<file path="src/rtl/btn_debounce.sv">
// Pushbutton conditioner: 2-flop synchroniser feeding a sample-tick debounce FSM.
// Produces a registered clean level plus one-clock rise/fall pulses.
module btn_debounce #(
    parameter int unsigned N            = 20,
    parameter int unsigned STABLE_TICKS = 3
) (
    input  logic clk,
    input  logic reset,
    input  logic sw,
    output logic db_level,
    output logic db_rise_tick,
    output logic db_fall_tick
);
    localparam int unsigned CW = (STABLE_TICKS > 1) ? $clog2(STABLE_TICKS) : 1;
    localparam logic [CW-1:0] CntLast = CW'(STABLE_TICKS - 1);

    typedef enum logic [1:0] {StZero, StWait1, StOne, StWait0} state_t;

    logic          r_s1;
    logic          r_sw_sync;
    logic [N-1:0]  r_q;
    logic          w_m_tick;
    state_t        r_state;
    state_t        w_state_next;
    logic [CW-1:0] r_cnt;
    logic [CW-1:0] w_cnt_next;
    logic          w_level_next;
    logic          w_rise_next;
    logic          w_fall_next;

    always_ff @(posedge clk or posedge reset) begin
        if (reset) begin
            r_s1      <= 1'b0;
            r_sw_sync <= 1'b0;
        end else begin
            r_s1      <= sw;
            r_sw_sync <= r_s1;
        end
    end

    // Free-running; the FSM never restarts it, so tick phase is unaligned to input edges.
    always_ff @(posedge clk or posedge reset) begin
        if (reset) begin
            r_q <= '0;
        end else begin
            r_q <= r_q + N'(1);
        end
    end

    assign w_m_tick = &r_q;

    always_comb begin
        w_state_next = r_state;
        w_cnt_next   = r_cnt;
        case (r_state)
            StZero: begin
                if (r_sw_sync) begin
                    w_state_next = StWait1;
                    w_cnt_next   = '0;
                end
            end
            StWait1: begin
                if (!r_sw_sync) begin
                    w_state_next = StZero;
                end else if (w_m_tick) begin
                    if (r_cnt == CntLast) begin
                        w_state_next = StOne;
                    end else begin
                        w_cnt_next = r_cnt + CW'(1);
                    end
                end
            end
            StOne: begin
                if (!r_sw_sync) begin
                    w_state_next = StWait0;
                    w_cnt_next   = '0;
                end
            end
            StWait0: begin
                if (r_sw_sync) begin
                    w_state_next = StOne;
                end else if (w_m_tick) begin
                    if (r_cnt == CntLast) begin
                        w_state_next = StZero;
                    end else begin
                        w_cnt_next = r_cnt + CW'(1);
                    end
                end
            end
            default: begin
                w_state_next = StZero;
                w_cnt_next   = '0;
            end
        endcase
    end

    // Level follows the committed side: WAIT0 still reports 1 until the fall completes.
    assign w_level_next = (w_state_next == StOne) || (w_state_next == StWait0);
    assign w_rise_next  = (r_state == StWait1) && (w_state_next == StOne);
    assign w_fall_next  = (r_state == StWait0) && (w_state_next == StZero);

    always_ff @(posedge clk or posedge reset) begin
        if (reset) begin
            r_state      <= StZero;
            r_cnt        <= '0;
            db_level     <= 1'b0;
            db_rise_tick <= 1'b0;
            db_fall_tick <= 1'b0;
        end else begin
            r_state      <= w_state_next;
            r_cnt        <= w_cnt_next;
            db_level     <= w_level_next;
            db_rise_tick <= w_rise_next;
            db_fall_tick <= w_fall_next;
        end
    end

endmodule

</file>
<file path="config.mk">
export PLATFORM = sky130hd
export DESIGN_NAME = btn_debounce
export DESIGN_NICKNAME = d
export VERILOG_FILES = /design/src/rtl/btn_debounce.sv
export SDC_FILE = /design/constraint.sdc
export NUM_CORES = 1
export LEC_CHECK = 0
export CORE_MARGIN = 2
export CORE_UTILIZATION = 40
export DETAILED_ROUTE_END_ITERATION = 8
export GPL_TIMING_DRIVEN = 0
export SLEW_MARGIN = 20
export SYNTH_ARGS = -nofsm -noshare
export SYNTH_HDL_FRONTEND = slang
export SYNTH_SLANG_ARGS = --single-unit
</file>
<file path="constraint.sdc">
create_clock -name clk -period 3.8 [get_ports clk]
set_input_delay 0.38 -clock clk [delete_from_list [all_inputs] [get_ports clk]]
set_output_delay 0.38 -clock clk [all_outputs]
set_load 0.02 [all_outputs]
</file>
* Yosys cells after proc, flatten, opt, wreduce, memory -nomap -nowiden
Index checks and enable logic that the tools add are counted.
Operators by class: add/sub/neg operators 2, eq/ne operators 10, muxes and demuxes 16, reductions and logical operators 7
Operator list (count):
- 2-to-1 mux 2 bit | 14
- adder 20 x 1 -> 20 bit, second input constant | 1
- AND reduction 20 bit | 1
- one-hot mux 2 bit (4 select lines) | 2
- equality test 2 bit, second input constant | 5
- != test 2 bit, second input constant | 4
- zero test 2 bit | 2
- AND reduction 4 bit | 1
- adder 2 x 1 -> 2 bit, second input constant | 1
- equality test 2 x 1 -> 1 bit, second input constant | 1
- logical AND 1 bit | 2
- logical OR 1 bit | 1
Storage, ports and cells: register bits 29, input port bits 3, output and inout port bits 3, logic and storage cells 43

* Logic depth before layout (Yosys ltp)
Gate-level depths: netlist of run 1.
depth after elaboration 7, mapped depth 5, mapped depth without buffers 5

* Worst setup path before layout of run 1
No wires, ideal clock.
path kind reg-to-reg, start point register r_q[0], end point register r_cnt[0], setup time 126 ps, arrival 1597 ps, data required time 3674 ps, slack 2078 ps, stages on the path, launching flop included 6, buffers on the path 0, clock period less this slack 1722 ps, cells stage by stage dfrtp_1 ha_1 nand4_2 nor4_4 nand3_2 a221o_1
On the way: word-level cells in the longest chain between the ends 4, elaborated cells between the ends (all ways) 5, those cells by class mux (4); reduce/logical (1)
Ends and longest elaborated chain:
- from (decl) | line 21 | logic [N-1:0] r_q;
- from (signal assigned) | line 46 | r_q <= r_q + N'(1);
- AND reduction 20 bit * | line 50 | assign w_m_tick = &r_q;
- 2-to-1 mux 2 bit *
- 2-to-1 mux 2 bit (on tied branches)
- one-hot mux 2 bit (4 select lines) *
- to (signal assigned) | line 111 | r_cnt <= w_cnt_next;
- to (decl) | line 25 | logic [CW-1:0] r_cnt;
Mark *: on every way between the ends. The rest lies on a longest branch, timed or not. The select of a mux whose other input is x is not followed. A chain may end at the register's enable or synchronous reset.

* Worst setup path after layout of run 1
start point register r_q[0], end point register r_cnt[1]
Same word-level chain as after synthesis.

==> results of run 1 <==
power groups by stage:
stage               Clock, uW  Sequential, uW  Combinational, uW
detailed placement          0             317               10.8
global placement            0             317               10.5
global route              209             312               12.2
finish                    187             311               10.2
floorplan                   0             317               6.73
CTS                       196             311               10.8
stage by stage:
| step | area (um^2) | util (%) | cells |
|---|---|---|---|
| floorplan | 1270 | - | 104 |
| global placement | 1370 | 45.3 | 153 |
| detailed placement | 1370 | 45.3 | 153 |
| CTS | 1430 | 47.1 | 160 |
| global route | 1430 | 47.1 | 160 |
| finish | 1430 | 47.1 | 160 |
routing by layer:
metal,routed length (um),vias up,global-route usage (%)
met1,909,363,15.9
li1,-,388,-
met4,57,0,8.57
met5,0,-,0
met2,819,12,18.8
met3,63,8,4.55
placed cells by master (no fill, tap or decap), types with 2 or more instances in the layout:
cell / instances
dfrtp_1: 29
a221o_1: 2
nand2_1: 9
xnor2_1: 13
ha_1: 2
nand4_1: 4
clkbuf_4: 5
and3_1: 2
mux2_2: 2
and2_1: 2
clkdlybuf4s50_1: 5
nand3_1: 7
nor2_1: 5
nor4b_1: 3
xor2_1: 6
inv_1: 4
and4_2: 2
worst max path at each step:
stage	cells past startpoint	from	slack, ps	endpoint
2_1_floorplan	5	r_q[0]	2080	r_cnt[0]
3_3_place_gp	5	r_q[0]	1840	r_cnt[0]
3_5_place_dp	5	r_q[0]	1840	r_cnt[1]
4_1_cts	5	r_q[0]	1830	r_cnt[1]
5_1_grt	5	r_q[0]	1680	r_cnt[1]
6_report	5	r_q[0]	1870	r_cnt[1]
kinds of logic (layout without fill, tap and decap cells):
logic type               Yosys count  after routing  share of synthesized area [%]
multiplexers                       2              2                           1.78
XOR/XNOR                          19             19                           13.1
AO/OA/AOI/OAI                      2              2                           1.58
buffers and inverters              5             17                           1.48
flip-flops                        29             29                           57.3
AND/OR/NAND/NOR                   45             45                           22.8
adder cells (fa/ha/maj)            2              2                           1.97
layout make-up:
type                    instances  share of cell area (%)
flip-flops and latches         29                    50.8
multi-input cells              70                    36.6
clock buffers                   7                    3.86
well taps                      44                    3.86
repair buffers                  5                    3.51
inverters                       5                    1.31
synth_stat cells:
| library cell | instances | area share (%) |
|---|---|---|
| nand4_1 | 4 | 2.0 |
| xor2_1 | 6 | 4.1 |
| dfrtp_1 | 29 | 57 |
| and3_1 | 2 | 0.99 |
| and4_1 | 1 | 0.69 |
| ha_1 | 2 | 2.0 |
| and2_1 | 2 | 0.99 |
| a221o_1 | 2 | 1.6 |
| nand2b_1 | 1 | 0.49 |
| nand3_2 | 1 | 0.79 |
| nor4b_1 | 3 | 2.1 |
| nor2b_1 | 1 | 0.49 |
| mux2_2 | 2 | 1.8 |
| nor4_2 | 1 | 0.99 |
| inv_1 | 5 | 1.5 |
| nor4_1 | 1 | 0.49 |
| xnor2_1 | 13 | 9.0 |
| nor3_1 | 1 | 0.39 |
| nand4_2 | 1 | 0.99 |
| nand4b_1 | 1 | 0.69 |
| nand3_1 | 7 | 2.8 |
| and4_2 | 2 | 1.6 |
| and3_2 | 1 | 0.59 |
| nor4_4 | 1 | 1.7 |
| nand2_1 | 9 | 2.7 |
| nor2_1 | 5 | 1.5 |
state kept, by name, summed over array words and instances (netlist names):
name / flops
r_q: 20
r_cnt: 2
r_state: 2
db_fall_tick: 1
db_level: 1
db_rise_tick: 1
r_s1: 1
r_sw_sync: 1
==> metrics, run 1 <==
# rows 20; Net Sw Power 108 uW; Gate Count Post-Synth 104; Crit path arrival time between 2000 and 2500 ps; Max VDD drop 0.000197 V; GRT overflow 0; Avg Cell Area, Syn 12.2 um^2; First-pass DRT Iterations 4; vias in the first global route between 700 and 800; Clock Sink Count 29; Power Density 356 nW/um^2; syn nets about 110; CTS tree done; dpl ws roughly 1800 ps; leak pwr about 0.00066 uW; Critical Path Fanout Max 6; initial antenna violation count 0; largest net degree at the start of global routing 30; Critical Path Start Type flip-flop; Buffers & Inverters on Critical Path 0; hold path depth 0; fill count 283; R2R Setup Slk 1870 ps; final hold viol count 0; full die area ~3600 um^2; Power Total 509 uW; num ports 6; Routed Antenna Nets 0; sequential share of power 61.2%; area growth from synthesis to layout 12.6%; CP Capture Type flip-flop; Die Ht ~60 um; Synthesis Warnings 0; synth unique cells 26; status finished clean; sequential cell area between 700 and 800 um^2; min-delay worst type reg2reg; Final GP Congestion 0.702; CTS H-tree lvls 2; Multi-input gate area between 500 and 600 um^2; initial core utilization a little over two fifths; Worst Hold End r_sw_sync; crit-path cells ha_1 -> nand4_2 -> nor4_4 -> nand3_2 -> a221o_1; ANT cells 0; critical path's top delay family simple AND/OR/NAND/NOR gates; dpl hpwl around 1300 um; Layout Skew 8.03 ps; RSZ-0062 raised after global routing false; worst-skew pair later-pin latency 330 ps; Max Root-Sink Buffers 2; FMAX 0.519 GHz; worst reg2reg path depth 5; CTS root buf clkbuf_4; first-pass GRT wire length about 3300 um; buffers added on ports 5; final setup vio count 0; overall track demand over capacity in global routing 12.9%; switching portion of total power a little over a fifth; Via-to-Cell Ratio roughly 4.8; Pins Over Slew Limit 0; Post-CTS Repair Setup Buffers 0; crit path kind reg2reg; CTS Hold Bufs 0; Comb pwr share ~2.0%; via count around 770; CP max stage delay between 400 and 500 ps; Wirelength per Cell ~12 um; final worst slack between 1500 and 2000 ps; slowest CP cell nor4_4; drt total wl between 1500 and 2000 um; clock power share between 30% and 40%; Post-route DRC 0; layout cells sized above 1 between 10 and 15%; FF-to-FF End r_cnt[1]; CP required around 4000 ps; setup TNS 0 ps; DR iter-0 viols 29; final worst path period share between 50 and 60%; Post-Syn Area ~1300 um^2; nets about 120; Slew Limit Headroom between 60% and 70%; worst r2r src r_q[0]; Die X between 60 and 70 um; CTS buffer count 5; #FFs+latches synth 29; post-cts sizing count 0; Clock transition at path regs roughly 90 ps; Int Pwr approximately 400 uW; post-synthesis sequential area ratio a little under three fifths; total of max-cap violations 0; worst-margin pin slew 585 ps; fin crit period 1930 ps; worst hold slack 358 ps; Hold Crit Start r_s1; core area slightly above 3000 um^2
(Power assumes the default switching activity.)
==> inputs of run 2 (changes only) <==
==> constraint.sdc (replaced) <==
create_clock -name clk -period 1.69 [get_ports clk]
set_input_delay 0.169 -clock clk [delete_from_list [all_inputs] [get_ports clk]]
set_output_delay 0.169 -clock clk [all_outputs]
set_load 0.02 [all_outputs]
==> run 2 against run 1 <==
Net effect:
- routed wire length is 7.4% higher
- sequential share of layout area fell by 3.4 points
- largest power group unchanged
- register-to-register slack got worse by 1800 ps
- core utilization increased by 3.4 points
- combinational power grew 130%
- critical endpoint is now r_cnt[0]
- largest cell class unchanged
- fmax is 22% higher
- die area unchanged
- sequential power up 130%
- setup slack worse by 1800 ps
- highest routed layer unchanged
- clock power increased to 3.1 times the previous value
- sequential cell count is the same
==> metrics, run 2 (synthesis results as in run 1) <==
status finished clean; min-delay worst type in2async; fill count 270; total of max-cap violations 0; CTS root buf clkbuf_4; CP max stage delay 380 ps; worst r2r src r_q[9]; Buffers & Inverters on Critical Path 0; commonest cells after routing, fill and taps aside dfrtp_1 (29), xnor2_1 (13), nand2_1 (9); core area 3030 um^2; FF-to-FF End r_cnt[0]; GRT overflow 0; Via-to-Cell Ratio slightly below 5; DR iter-0 viols 33; CTS buffer count 5; most flop-heavy register r_q; ANT cells 0; num ports 6; Power Density 856 nW/um^2; full die area ~3600 um^2; Crit path arrival time ~1800 ps; final worst slack around 110 ps; worst reg2reg path depth 4; Clock Sink Count 29; slowest CP cell dfrtp_1; CTS H-tree lvls 2; Layout Skew about 4.7 ps; Max Root-Sink Buffers 2; commonest non-fill, non-tap cell in the layout dfrtp_1; Wirelength per Cell 11.8 um; Die X ~60 um; initial core utilization around two fifths; RSZ-0062 raised after global routing false; final worst path period share between 90% and 100%; CP required approximately 1900 ps; via count 808; Critical Path Start Type flip-flop; worst-margin pin slew a little under 600 ps; Slew Limit Headroom about three fifths; Clock transition at path regs about 90 ps; First-pass DRT Iterations 4; dpl ws -167 ps; Post-route DRC 0; top flop regs r_q: 20 flops, r_cnt: 2 flops, r_state: 2 flops; Routed Antenna Nets 0; Post-Route Utilization between 50% and 60%; nets roughly 130; CTS tree done; layout cells sized above 1 20.2%; Final GP Congestion a little under 0.7; CP Capture Type flip-flop; FMAX around 0.63 GHz; max reg flops 20; DP Area approximately 1400 um^2; final setup vio count 0; CP startpoint r_q[9]; critical path's top delay family simple AND/OR/NAND/NOR gates; Pins Over Slew Limit 0; overall track demand over capacity in global routing 13.6%; area growth from synthesis to layout 20.8%; drt total wl 1990 um; leak pwr between 0.0006 and 0.0007 uW; first-pass GRT wire length 3390 um; Die Ht 60.3 um; fin crit period 1580 ps; Critical Path Fanout Max 4; worst-skew pair later-pin latency roughly 320 ps; dpl hpwl about 1300 um; design area 1530 um^2; final hold viol count 0; crit path kind reg2reg; Max VDD drop between 0.0005 and 0.0006 V; # rows 20; largest net degree at the start of global routing 30; R2R Setup Slk approximately 110 ps; buffers added on ports 5; initial antenna violation count 0; crit-path cells nand4_1 -> nor4_4 -> nand3_2 -> a221o_1; vias in the first global route 780
run 2: worst register-to-register path: stages, from the launching register on:
cell	delay [ps]
dfrtp_1	380
nand4_1	220
nor4_4	370
nand3_2	150
a221o_1	330
run 2: report_power, final:
part / total, uW / leakage (uW) / internal, uW / switching (uW)
Sequential: 700 / 0.000384 / 697 / 3.15
Combinational: 23.2 / 0.000260 / 7.16 / 16.0
Clock: 588 / 0.0000455 / 353 / 235
run 2: layout make-up:
cell class | count | area (um^2) | share of cell area [%]
flip-flops and latches | 29 | 726 | 47.4
clock inverters | 1 | 30.0 | 1.96
well taps | 44 | 55.1 | 3.59
inverters | 5 | 18.8 | 1.23
clock buffers | 7 | 55.1 | 3.59
multi-input cells | 70 | 544 | 35.5
repair buffers | 12 | 103 | 6.70
run 2: routing by layer:
| layer | share of wire (%) | vias up | global-route usage (%) |
|---|---|---|---|
| li1 | - | 403 | - |
| met4 | 2.8 | 0 | 8.57 |
| met2 | 49 | 8 | 20.2 |
| met5 | 0 | - | 0 |
| met1 | 44 | 391 | 15.7 |
| met3 | 4.1 | 6 | 6.49 |
run 2: through the flow:
| step | hold WS, ps | cells | power (uW) | setup TNS [ps] |
|---|---|---|---|---|
| after floorplan | 200 | 104 | 728 | 0 |
| after global placement | 336 | 153 | 737 | -342 |
| after detailed placement | 346 | 153 | 738 | -429 |
| after CTS | 259 | 164 | 1340 | 0 |
| after global routing | 255 | 168 | 1370 | 0 |
| final | 224 | 168 | 1310 | 0 |
run 2: how the worst max path moves through the flow:
stage | slack [ps] | endpoint | cells after the start
6_report | 110 | r_cnt[0] | 4
5_1_grt | 4 | r_cnt[0] | 4
2_1_floorplan | 90 | r_cnt[0] | 5
4_1_cts | 20 | r_q[15] | 4
3_5_place_dp | -170 | r_cnt[0] | 5
3_3_place_gp | -140 | r_cnt[0] | 5
run 2: what timing repair did:
item | in CTS | in global routing
gates resized for setup | 3 | 0
setup buffers | 3 | 4
endpoints found under the setup margin | 6 | 7
hold buffers | 0 | 0
pin swaps | 2 | 3
